File: src/rtl/uart_tx_arbiter.sv
// Round-robin arbiter sharing one uart transmitter between NUM_REQ byte producers.
// Define UART_ARB_LOCK_EN to add req_lock for multi-byte packets held by the current owner.
module uart_tx_arbiter #(
  parameter int NUM_REQ    = 4,
  parameter int START_TMO  = 64,
  parameter int GAP_CYCLES = 0
) (
  input  logic                       clk,
  input  logic                       rst_n,
  input  logic [NUM_REQ-1:0]         req,
  input  logic [8*NUM_REQ-1:0]       req_data,
`ifdef UART_ARB_LOCK_EN
  input  logic [NUM_REQ-1:0]         req_lock,
`endif
  output logic [NUM_REQ-1:0]         ack,
  output logic                       transmit,
  output logic [7:0]                 tx_byte,
  input  logic                       is_transmitting,
  output logic [$clog2(NUM_REQ)-1:0] owner,
  output logic                       busy,
  output logic                       start_err
);

  localparam int          OW = $clog2(NUM_REQ);
  localparam int          CW = ($clog2(START_TMO + 1) > 8) ? $clog2(START_TMO + 1) : 8;
  localparam int unsigned N  = NUM_REQ;

  typedef enum logic [2:0] {IDLE, LOAD, WAIT_START, WAIT_DONE, GAP} state_t;

  state_t        state;
  logic [CW-1:0] cnt;
  logic          lock_hold;
  logic          found;
  logic [OW-1:0] win;
  logic [OW-1:0] cand;

`ifdef UART_ARB_LOCK_EN
  assign lock_hold = req_lock[owner];
`else
  assign lock_hold = 1'b0;
`endif

  // Scan starts just after the last owner so the previous winner has lowest priority.
  always_comb begin
    found = 1'b0;
    win   = owner;
    cand  = owner;
    if (lock_hold) begin
      found = req[owner];
    end else begin
      for (int unsigned k = 1; k <= N; k++) begin
        cand = OW'((32'(owner) + k) % N);
        if (!found && req[cand]) begin
          found = 1'b1;
          win   = cand;
        end
      end
    end
  end

  always_ff @(posedge clk) begin
    if (!rst_n) begin
      state     <= IDLE;
      cnt       <= '0;
      ack       <= '0;
      transmit  <= 1'b0;
      tx_byte   <= '0;
      owner     <= OW'(NUM_REQ - 1);
      busy      <= 1'b0;
      start_err <= 1'b0;
    end else begin
      ack       <= '0;
      transmit  <= 1'b0;
      start_err <= 1'b0;
      case (state)
        IDLE: begin
          if (found && !is_transmitting) begin
            state    <= LOAD;
            transmit <= 1'b1;
            ack      <= NUM_REQ'(1) << win;
            tx_byte  <= req_data[8*win +: 8];
            owner    <= win;
            busy     <= 1'b1;
          end
        end
        LOAD: begin
          state <= WAIT_START;
          cnt   <= CW'(1);
        end
        // cnt starts at 1 so start_err lands exactly START_TMO cycles after transmit.
        WAIT_START: begin
          if (is_transmitting) begin
            state <= WAIT_DONE;
          end else if (cnt == CW'(START_TMO - 1)) begin
            state     <= IDLE;
            busy      <= 1'b0;
            start_err <= 1'b1;
          end else begin
            cnt <= cnt + CW'(1);
          end
        end
        WAIT_DONE: begin
          if (!is_transmitting) begin
            if (GAP_CYCLES > 0) begin
              state <= GAP;
              cnt   <= CW'(GAP_CYCLES);
            end else begin
              state <= IDLE;
              busy  <= 1'b0;
            end
          end
        end
        GAP: begin
          if (cnt == CW'(1)) begin
            state <= IDLE;
            busy  <= 1'b0;
          end else begin
            cnt <= cnt - CW'(1);
          end
        end
        default: begin
          state <= IDLE;
          busy  <= 1'b0;
        end
      endcase
    end
  end

endmodule
File: config.mk
export PLATFORM = sky130hd
export DESIGN_NAME = uart_tx_arbiter
export DESIGN_NICKNAME = d
export VERILOG_FILES = /design/src/rtl/uart_tx_arbiter.sv
export SDC_FILE = /design/constraint.sdc
export NUM_CORES = 1
export LEC_CHECK = 0
export ABC_AREA = 1
export CAP_MARGIN = 20
export CORE_AREA = 8 8 71 73
export CTS_CLUSTER_DIAMETER = 80
export DETAILED_ROUTE_END_ITERATION = 10
export DIE_AREA = 0 0 79 81
export PLACE_DENSITY = 0.77
export SLEW_MARGIN = 20
export SYNTH_ARGS = -nofsm -noshare
export SYNTH_HDL_FRONTEND = slang
export SYNTH_SLANG_ARGS = --single-unit
File: constraint.sdc
create_clock -name clk -period 1.9 [get_ports clk]
set_clock_uncertainty 0.15 [all_clocks]
set_input_delay 0.57 -clock clk [delete_from_list [all_inputs] [get_ports clk]]
set_output_delay 0.57 -clock clk [all_outputs]
set_load 0.05 [all_outputs]
# Word level (Yosys, flattened, before mapping)

Index checks and enable logic that the tools add are counted.

Register bits after elaboration: 28
Bits of input ports: 39
Output and inout port bits: 17

$add $sub $neg: 6
Order comparisons: 4
Eq/ne operators: 14
Shifts and indexed selects: 2
Muxes and demuxes: 34
Bitwise operators: 3
Reduce and logical (&&, ||, !) cells: 17

Operator list:

| cell                | number |
|---|---|
| $shiftx 32x6->8     | 1 |
| $mux 8              | 3 |
| $pmux 8 s3          | 1 |
| $mux 1              | 15 |
| $mux 3              | 5 |
| $pmux 3 s5          | 1 |
| $ne 2x2->1 const B  | 7 |
| $lt 2x3->1 const B  | 4 |
| $add 8x1->8 const B | 1 |
| $bmux 1 s2          | 4 |
| $eq 8x1->1 const B  | 1 |
| $eq 8x6->1 const B  | 1 |
| $mux 2              | 4 |
| $reduce_and 4->1    | 2 |
| $sub 8x1->8 const B | 1 |
| $eq 3x2->1 const B  | 2 |
| $reduce_and 6->1    | 1 |
| $pmux 1 s5          | 1 |
| $add 2x1->2 const B | 2 |
| $add 2x2->2 const B | 2 |
| $logic_and 1x1->1   | 4 |
| $logic_not 1->1     | 4 |
| $reduce_and 2->1    | 2 |
| $shl 1x2->4 const A | 1 |
| 8 further kinds     | 10 |

# Longest topological paths before layout

Gate-level depths: netlist (run 1).

Word-level depth: 16
Gate-level depth with buffers: 16
Depth with buffers taken out: 14

# Worst setup path before layout (run 1)

OpenSTA, ideal clock, no wires.

Kind: register to register
Start: reg owner[0]
End: reg tx_byte[0]
Library setup time: 0.132 ns
Data arrival time: 1.909 ns
Slack: -0.292 ns
Stages on the path, launching flop included: 16
Path buffers: 2
Clock period less this slack: 2.192 ns
Path through: dfxtp_1 > buf_4 > nand2_1 > nand2_2 > nand2_1 > nand2_2 > nand2_4 > nand2_4 > nand2_8 > nand2_4 > buf_6 > nand2_1 > nand2_1 > nand2_1 > nand3_1 > a21oi_1

Longest elaborated chain between the ends: 15

Ends and longest elaborated chain:

| element                                              | line | RTL |
|---|---|---|
| start: declaration                                   | 19   | `output logic [$clog2(NUM_REQ)-1:0] owner,` |
| start signal: assignment                             | 68   | `owner <= OW'(NUM_REQ - 1);` |
| start signal: assignment                             | 82   | `owner <= win;` |
| branches (longest 15 deep; another with $add 2x1->2) | n/a  |  |
| end signal: assignment                               | 81   | `tx_byte <= req_data[8*win +: 8];` |
| end: declaration                                     | 17   | `output logic [7:0] tx_byte,` |

Several ways; the timed one is not identified. The select of a mux whose other input is x is not followed.
A chain may end at the register's enable or synchronous reset.

# Worst setup path after layout (run 1)

Start: reg owner[0]
End: reg tx_byte[6]

Same word-level chain as after synthesis.

==> impl_metrics.env, run 1 <==
export IMPL_ir_drop_v=0.0009858
export IMPL_firstDrtPassIters=4
export IMPL_crit_buf_inv=3
export IMPL_cp_common_cell="nand2_1"
export IMPL_timing_rr_end="tx_byte[6]"
export IMPL_reg2reg_slack_ns=-0.1
export IMPL_placementRows=23
export IMPL_synth_top_area_frac=0.3115
export IMPL_worstMarginPinSlew_ns=0.2832
export IMPL_ys_seq_area_frac=0.3115
export IMPL_grt_start_max_net_pins=19
export IMPL_wl_per_cell_um=14.95
export IMPL_place_congestion=0.9217
export IMPL_antenna_found_initial=0
export IMPL_drtIter0Drc=146
export IMPL_drc=0
export IMPL_pre_cts_ws_ns=-0.6150
export IMPL_cp_required_ns=1.96
export IMPL_cts_made_buffers=3
export IMPL_setup_violations=10
export IMPL_coreArea_mm2=0.003914
export IMPL_finalMaxSlewViolations=0
export IMPL_clock_path_buffers=2
export IMPL_fin_nets=390
export IMPL_layout_setup_ws_ns=-0.09505
export IMPL_critPathMaxFanout=10
export IMPL_synth_most_common_cell="nand2_1"
export IMPL_grt_pass1_wl_mm=9.473
export IMPL_cts_clk_slew_worst_paths_ns=0.09
export IMPL_ys_flop_type="dfxtp_1"
export IMPL_power_leakage_nw=1.329
export IMPL_synthAdderAreaFrac=0.007210
export IMPL_cts_htree_levels=1
export IMPL_ant_nets=0
export IMPL_die_h_um=81
export IMPL_critPathLaunchType="register"
export IMPL_path_delay_family="simple AND/OR/NAND/NOR gates"
export IMPL_cts_tree="built"
export IMPL_rr_startpoint="owner[0]"
export IMPL_syn_area_mm2=0.001735
export IMPL_fmax_mhz=501.2
export IMPL_synth_top_cells_by_count="nand2_1 (73), nand3_1 (47), inv_1 (30)"
export IMPL_cts_root_buf="clkbuf_8"
export IMPL_fin_cells=399
export IMPL_r2r_cells=12
export IMPL_layout_min_cycle_time_ns=1.995
export IMPL_synth_mux_area_frac=0
export IMPL_critPathMaxStageDelay_ns=0.41
export IMPL_whs_path_depth=2
export IMPL_start_util=0.4434
export IMPL_synth_edf_count=0
export IMPL_rsz0062_at_grt="true"
export IMPL_maxCapViolations=0
export IMPL_synth_seq_cells=27
export IMPL_drive_above_1_share=0.3381
export IMPL_synth_compound_area_share=0.08724
export IMPL_syn_inst=267
export IMPL_cp_slowest_cell="dfxtp_4"
export IMPL_yosysUniqueCellTypes=31
export IMPL_clk_latency_ns=0.27
export IMPL_grt_ovfl_total=0
export IMPL_antenna_cells=0
export IMPL_cts_sinks=27
export IMPL_synth_avg_cell_area_um2=6.500
export IMPL_dp_hpwl_mm=3.825
export IMPL_crit_type="reg -> reg"
export IMPL_dieArea_mm2=0.006399
export IMPL_synth_top_cell_by_area="dfxtp_1"
export IMPL_area_growth_pct=72.53
export IMPL_synth_top_family_by_area="simple AND/OR/NAND/NOR gates"
export IMPL_grt_pass1_vias=2065
export IMPL_hp_start="cnt[1]"
export IMPL_cp_end_kind="register"
export IMPL_yosys_top_cells_area="dfxtp_1 (31%), nand2_1 (16%), nand3_1 (14%), inv_1 (6.5%), a21oi_1 (5.2%)"
export IMPL_p_per_area_mw_per_mm2=1686
export IMPL_track_usage=0.1761
export IMPL_synthArstFlopShare=0
export IMPL_slew_headroom=0.8095
export IMPL_hold_violations=0
export IMPL_wl_mm=5.965
export IMPL_yosys_warnings=0
export IMPL_via_count=2103
export IMPL_status="finished, violations left"
export IMPL_hold_end="cnt[1]"
export IMPL_cp_arrival_ns=2.05
export IMPL_via_per_inst=5.271
export IMPL_num_io_pins=56
export IMPL_die_x_um=79
export IMPL_crit_chain="buf_6 > buf_4 > nand2_1 > nand3_1 > nand2_1 > nor2_2 > nand3_2 > nand2_4 > inv_6 > nand2_1 > nand3_2 > a21oi_2"
export IMPL_cp_depth=12
export IMPL_syn_nets=307
export IMPL_violations="negative setup slack"
export IMPL_synthXorXnorAreaFrac=0.01514
export IMPL_dpl_cell_count=381
export IMPL_finalCritPeriodShare=1.050
export IMPL_synthSimpleGateAreaFrac=0.4650
export IMPL_whs_ns=0.3306
export IMPL_worstHoldPathType="reg -> reg"
export IMPL_portBuffers=55
[stage by stage]
step	utilization	area [µm²]	power, W	setup TNS [ns]
floorplan	-	1740	0.002733	0
global placement	0.6630	2595	0.003738	-8.700
detailed placement	0.6630	2595	0.003776	-9.441
CTS	0.7199	2818	0.004612	0
global route	0.7650	2994	0.005366	-1.582
finish	0.7650	2994	0.005048	-0.5836
[cells in the final DEF (no fill, tap or decap), types with 4 or more instances in the layout]
master           count
a21oi_1             11
a21oi_2              7
buf_12              18
buf_4               22
buf_6                4
clkdlybuf4s50_1     34
dfxtp_1             23
inv_1               29
nand2_1             57
nand2_2             19
nand2_4              8
nand3_1             38
nand3_2              6
nand3_4              4
nand3b_1             8
nor2_1              12
nor2_2               4
o21ai_0              5
[layout make-up]
| cell class | instances | area (µm²) |
|---|---|---|
| sequential | 27 | 550.5 |
| fill | 262 | 919.6 |
| inverter | 35 | 150.1 |
| clock buffer | 4 | 45.04 |
| timing repair buffer | 83 | 970.9 |
| tap | 50 | 62.56 |
| multi-input combinational | 200 | 1215 |
[worst reg2reg max path, cell delays in order (launching register included)]
cell and delay (ns):
dfxtp_4 0.41, buf_6 0.14, buf_4 0.11, nand2_1 0.07
nand3_1 0.10, nand2_1 0.08, nor2_2 0.22, nand3_2 0.16
nand2_4 0.14, inv_6 0.07, nand2_1 0.08, nand3_2 0.08
a21oi_2 0.14
[registers in the layout (all words and copies together) (netlist names)]
name / cells
cnt: 8
tx_byte: 8
ack: 4
owner: 2
state: 2
busy: 1
start_err: 1
transmit: 1
[logic make-up after synthesis]
logic type               count (synthesis)
flip-flops                              27
buffers and inverters                   42
XOR/XNOR                                 3
AND/OR/NAND/NOR                        165
adder cells (fa/ha/maj)                  1
AO/OA/AOI/OAI                           29
[routing by layer]
metal  part of all wire  vias to the layer above  routed length, µm  GRT usage
met4              0.030                        0                178    0.02593
met1               0.42                      962               2485     0.2108
met3              0.069                       18                410    0.04967
li1                   -                     1034                  -          -
met5                  0                        -                  0          0
met2               0.48                       89               2891     0.3114
[worst max path at each step]
stage	start	endpoint	slack, ns
6_report	owner[0]	tx_byte[6]	-0.1
4_1_cts	req[3]	tx_byte[4]	0.001
3_5_place_dp	req[1]	tx_byte[1]	-0.61
3_3_place_gp	req[0]	tx_byte[1]	-0.57
2_1_floorplan	owner[1]	tx_byte[0]	0.02
5_1_grt	owner[0]	tx_byte[2]	-0.16
[where the power goes]
| part | leakage, nW | switching [W] | internal (W) |
|---|---|---|---|
| clock network | 0.0228 | 0.000165 | 0.000150 |
| logic | 1.09 | 0.00219 | 0.00165 |
| registers | 0.221 | 0.000184 | 0.000715 |
| total | 1.33 | 0.00254 | 0.00251 |
[repair_timing]
item | 4_1_cts | 5_1_grt
hold buffers | 0 | 0
setup buffers | 7 | 4
setup endpoints to repair | 18 | 19
pin swaps | 10 | 19
resized for setup | 31 | 49
cloned | 3 | 0
No activity file was read; power rests on OpenSTA's default activity.
==> run 2: changes to the inputs <==
- SKIP_LAST_GASP: unset -> 1
- TNS_END_PERCENT: unset -> 1
==> run 2 against run 1 <==
Effect of this change: the run still ends with negative setup slack left; sequential power decreased by 0.7%; cell count stayed put; combinational power is essentially flat; critical endpoint is now tx_byte[7]; largest cell class unchanged.
==> impl_metrics.env, run 2 (synthesis results as in run 1) <==
export IMPL_reg2reg_slack_ns=-0.07
export IMPL_dieArea_mm2=0.006399
export IMPL_timing_rr_end="tx_byte[7]"
export IMPL_hp_start="cnt[1]"
export IMPL_drive_above_1_share=0.3037
export IMPL_whs_path_depth=2
export IMPL_finalCritPeriodShare=1.048
export IMPL_via_count=2176
export IMPL_cts_clk_slew_worst_paths_ns=0.09
export IMPL_hold_violations=0
export IMPL_start_util=0.4434
export IMPL_cp_common_cell="nand2_1"
export IMPL_clock_path_buffers=2
export IMPL_r2r_cells=11
export IMPL_via_per_inst=5.454
export IMPL_finalMaxSlewViolations=0
export IMPL_drtIter0Drc=188
export IMPL_ant_nets=0
export IMPL_dp_hpwl_mm=3.825
export IMPL_cts_sinks=27
export IMPL_maxCapViolations=0
export IMPL_regArea_um2=548.0
export IMPL_finalSetupTns_ns=-0.7660
export IMPL_grt_pass1_wl_mm=9.473
export IMPL_cp_slowest_cell="nor2_2"
export IMPL_cts_htree_levels=1
export IMPL_mostFrequentLayoutCells="nand2_1 (60), nand3_1 (38), clkdlybuf4s50_1 (34)"
export IMPL_antenna_cells=0
export IMPL_layout_min_cycle_time_ns=1.991
export IMPL_worstMarginPinSlew_ns=0.2777
export IMPL_critPathMaxStageDelay_ns=0.25
export IMPL_wl_per_cell_um=14.91
export IMPL_cts_hold_buf=0
export IMPL_cts_tree="built"
export IMPL_power_total_w=0.005035
export IMPL_area_growth_pct=70.15
export IMPL_portBuffers=55
export IMPL_grt_ovfl_total=0
export IMPL_hold_end="cnt[1]"
export IMPL_cp_arrival_ns=2.04
export IMPL_fmax_mhz=502.3
export IMPL_firstDrtPassIters=5
export IMPL_multi_input_area_mm2=0.001181
export IMPL_critPathLaunchType="input pin"
export IMPL_worstHoldPathType="reg -> reg"
export IMPL_die_x_um=79
export IMPL_grt_start_max_net_pins=19
export IMPL_rr_startpoint="owner[0]"
export IMPL_violations="negative setup slack"
export IMPL_power_leakage_nw=1.326
export IMPL_track_usage=0.1761
export IMPL_cp_end_kind="register"
export IMPL_die_h_um=81
export IMPL_antenna_found_initial=0
export IMPL_crit_type="in -> reg"
export IMPL_ir_drop_v=0.001084
export IMPL_critPathMaxFanout=10
export IMPL_wl_mm=5.950
export IMPL_fin_nets=390
export IMPL_num_io_pins=56
export IMPL_reg_top3="cnt: 8 flops, tx_byte: 8 flops, ack: 4 flops"
export IMPL_rsz0062_at_grt="true"
export IMPL_crit_chain="clkdlybuf4s15_1 > inv_1 > nand2_1 > nand3_1 > nand2_1 > nor2_2 > nand3_4 > nand2_4 > inv_6 > nand2_1 > nand3_2 > a21oi_2"
export IMPL_placementRows=23
export IMPL_status="finished, violations left"
export IMPL_fill_cells=279
export IMPL_cts_made_buffers=3
export IMPL_p_per_area_mw_per_mm2=1705
export IMPL_grt_pass1_vias=2065
export IMPL_final_common_cell="nand2_1"
export IMPL_setup_violations=12
export IMPL_layout_setup_ws_ns=-0.09098
export IMPL_place_congestion=0.9217
export IMPL_drc=0
export IMPL_clk_latency_ns=0.26
export IMPL_cp_required_ns=1.95
export IMPL_coreArea_mm2=0.003914
export IMPL_cts_root_buf="clkbuf_8"
export IMPL_slew_headroom=0.8132
==> run 2: cell count changes in the layout (fill, tap and decap cells not counted), moves of 2 or more <==
cell,change
dfxtp_1,+2
nand2_1,+3
o21ai_0,+2
dfxtp_2,-2
nand2_4,-3
o21ai_1,-2
==> run 2: how the worst max path moves through the flow <==
stage | startpoint | slack [ns] | end | cells after the start
3_5_place_dp | req[1] | -0.61 | tx_byte[1] | 11
4_1_cts | req[1] | -0.007 | tx_byte[4] | 14
6_report | req[3] | -0.09 | tx_byte[7] | 12
3_3_place_gp | req[0] | -0.57 | tx_byte[1] | 12
2_1_floorplan | owner[1] | 0.02 | tx_byte[0] | 12
5_1_grt | req[3] | -0.18 | tx_byte[7] | 12
==> run 2: final cells by class <==
type / instances / share of cell area
multi-input combinational: 200 / 0.4000
inverter: 35 / 0.05085
sequential: 27 / 0.1856
timing repair buffer: 83 / 0.3271
tap: 50 / 0.02119
clock buffer: 4 / 0.01525
==> run 2: what timing repair did <==
| item | 4_1_cts | 5_1_grt |
|---|---|---|
| setup endpoints to repair | 18 | 19 |
| gates resized for setup | 30 | 33 |
| buffers inserted | 7 | 4 |
| cloned | 3 | 0 |
| pin swaps | 10 | 18 |
==> run 2: report_power, final <==
part	switching (W)	internal, W
registers	0.000180	0.000713
clock network	0.000162	0.000150
logic	0.00220	0.00163
==> run 2: layer usage <==
layer | GRT usage | up-vias | wire length, µm | part of all wire
met5 | 0 | - | 0 | 0
met4 | 0.02593 | 0 | 120 | 0.020
met3 | 0.04967 | 18 | 468 | 0.079
met2 | 0.3114 | 123 | 2929 | 0.49
met1 | 0.2108 | 995 | 2431 | 0.41
li1 | - | 1040 | - | -
==> run 2: worst max-delay path: cells and delay by family <==
| kind | cells | cell delay [ns] |
|---|---|---|
| simple gates | 8 | 0.99 |
| buf+inv | 3 | 0.35 |
| compound gates | 1 | 0.13 |
==> run 2: per-stage QoR <==
stage                     std cells    util  area, µm²  setup WS (ns)  hold slack, ns
after floorplan                 267       -       1740        0.02346          0.3068
after global placement          381  0.6630       2595        -0.5711          0.3269
after detailed placement        381  0.6630       2595        -0.6150          0.3307
after CTS                       395  0.7196       2816      -0.006888          0.3429
after global routing            399  0.7545       2953        -0.1783          0.3627
final                           399  0.7545       2953       -0.09098          0.3403
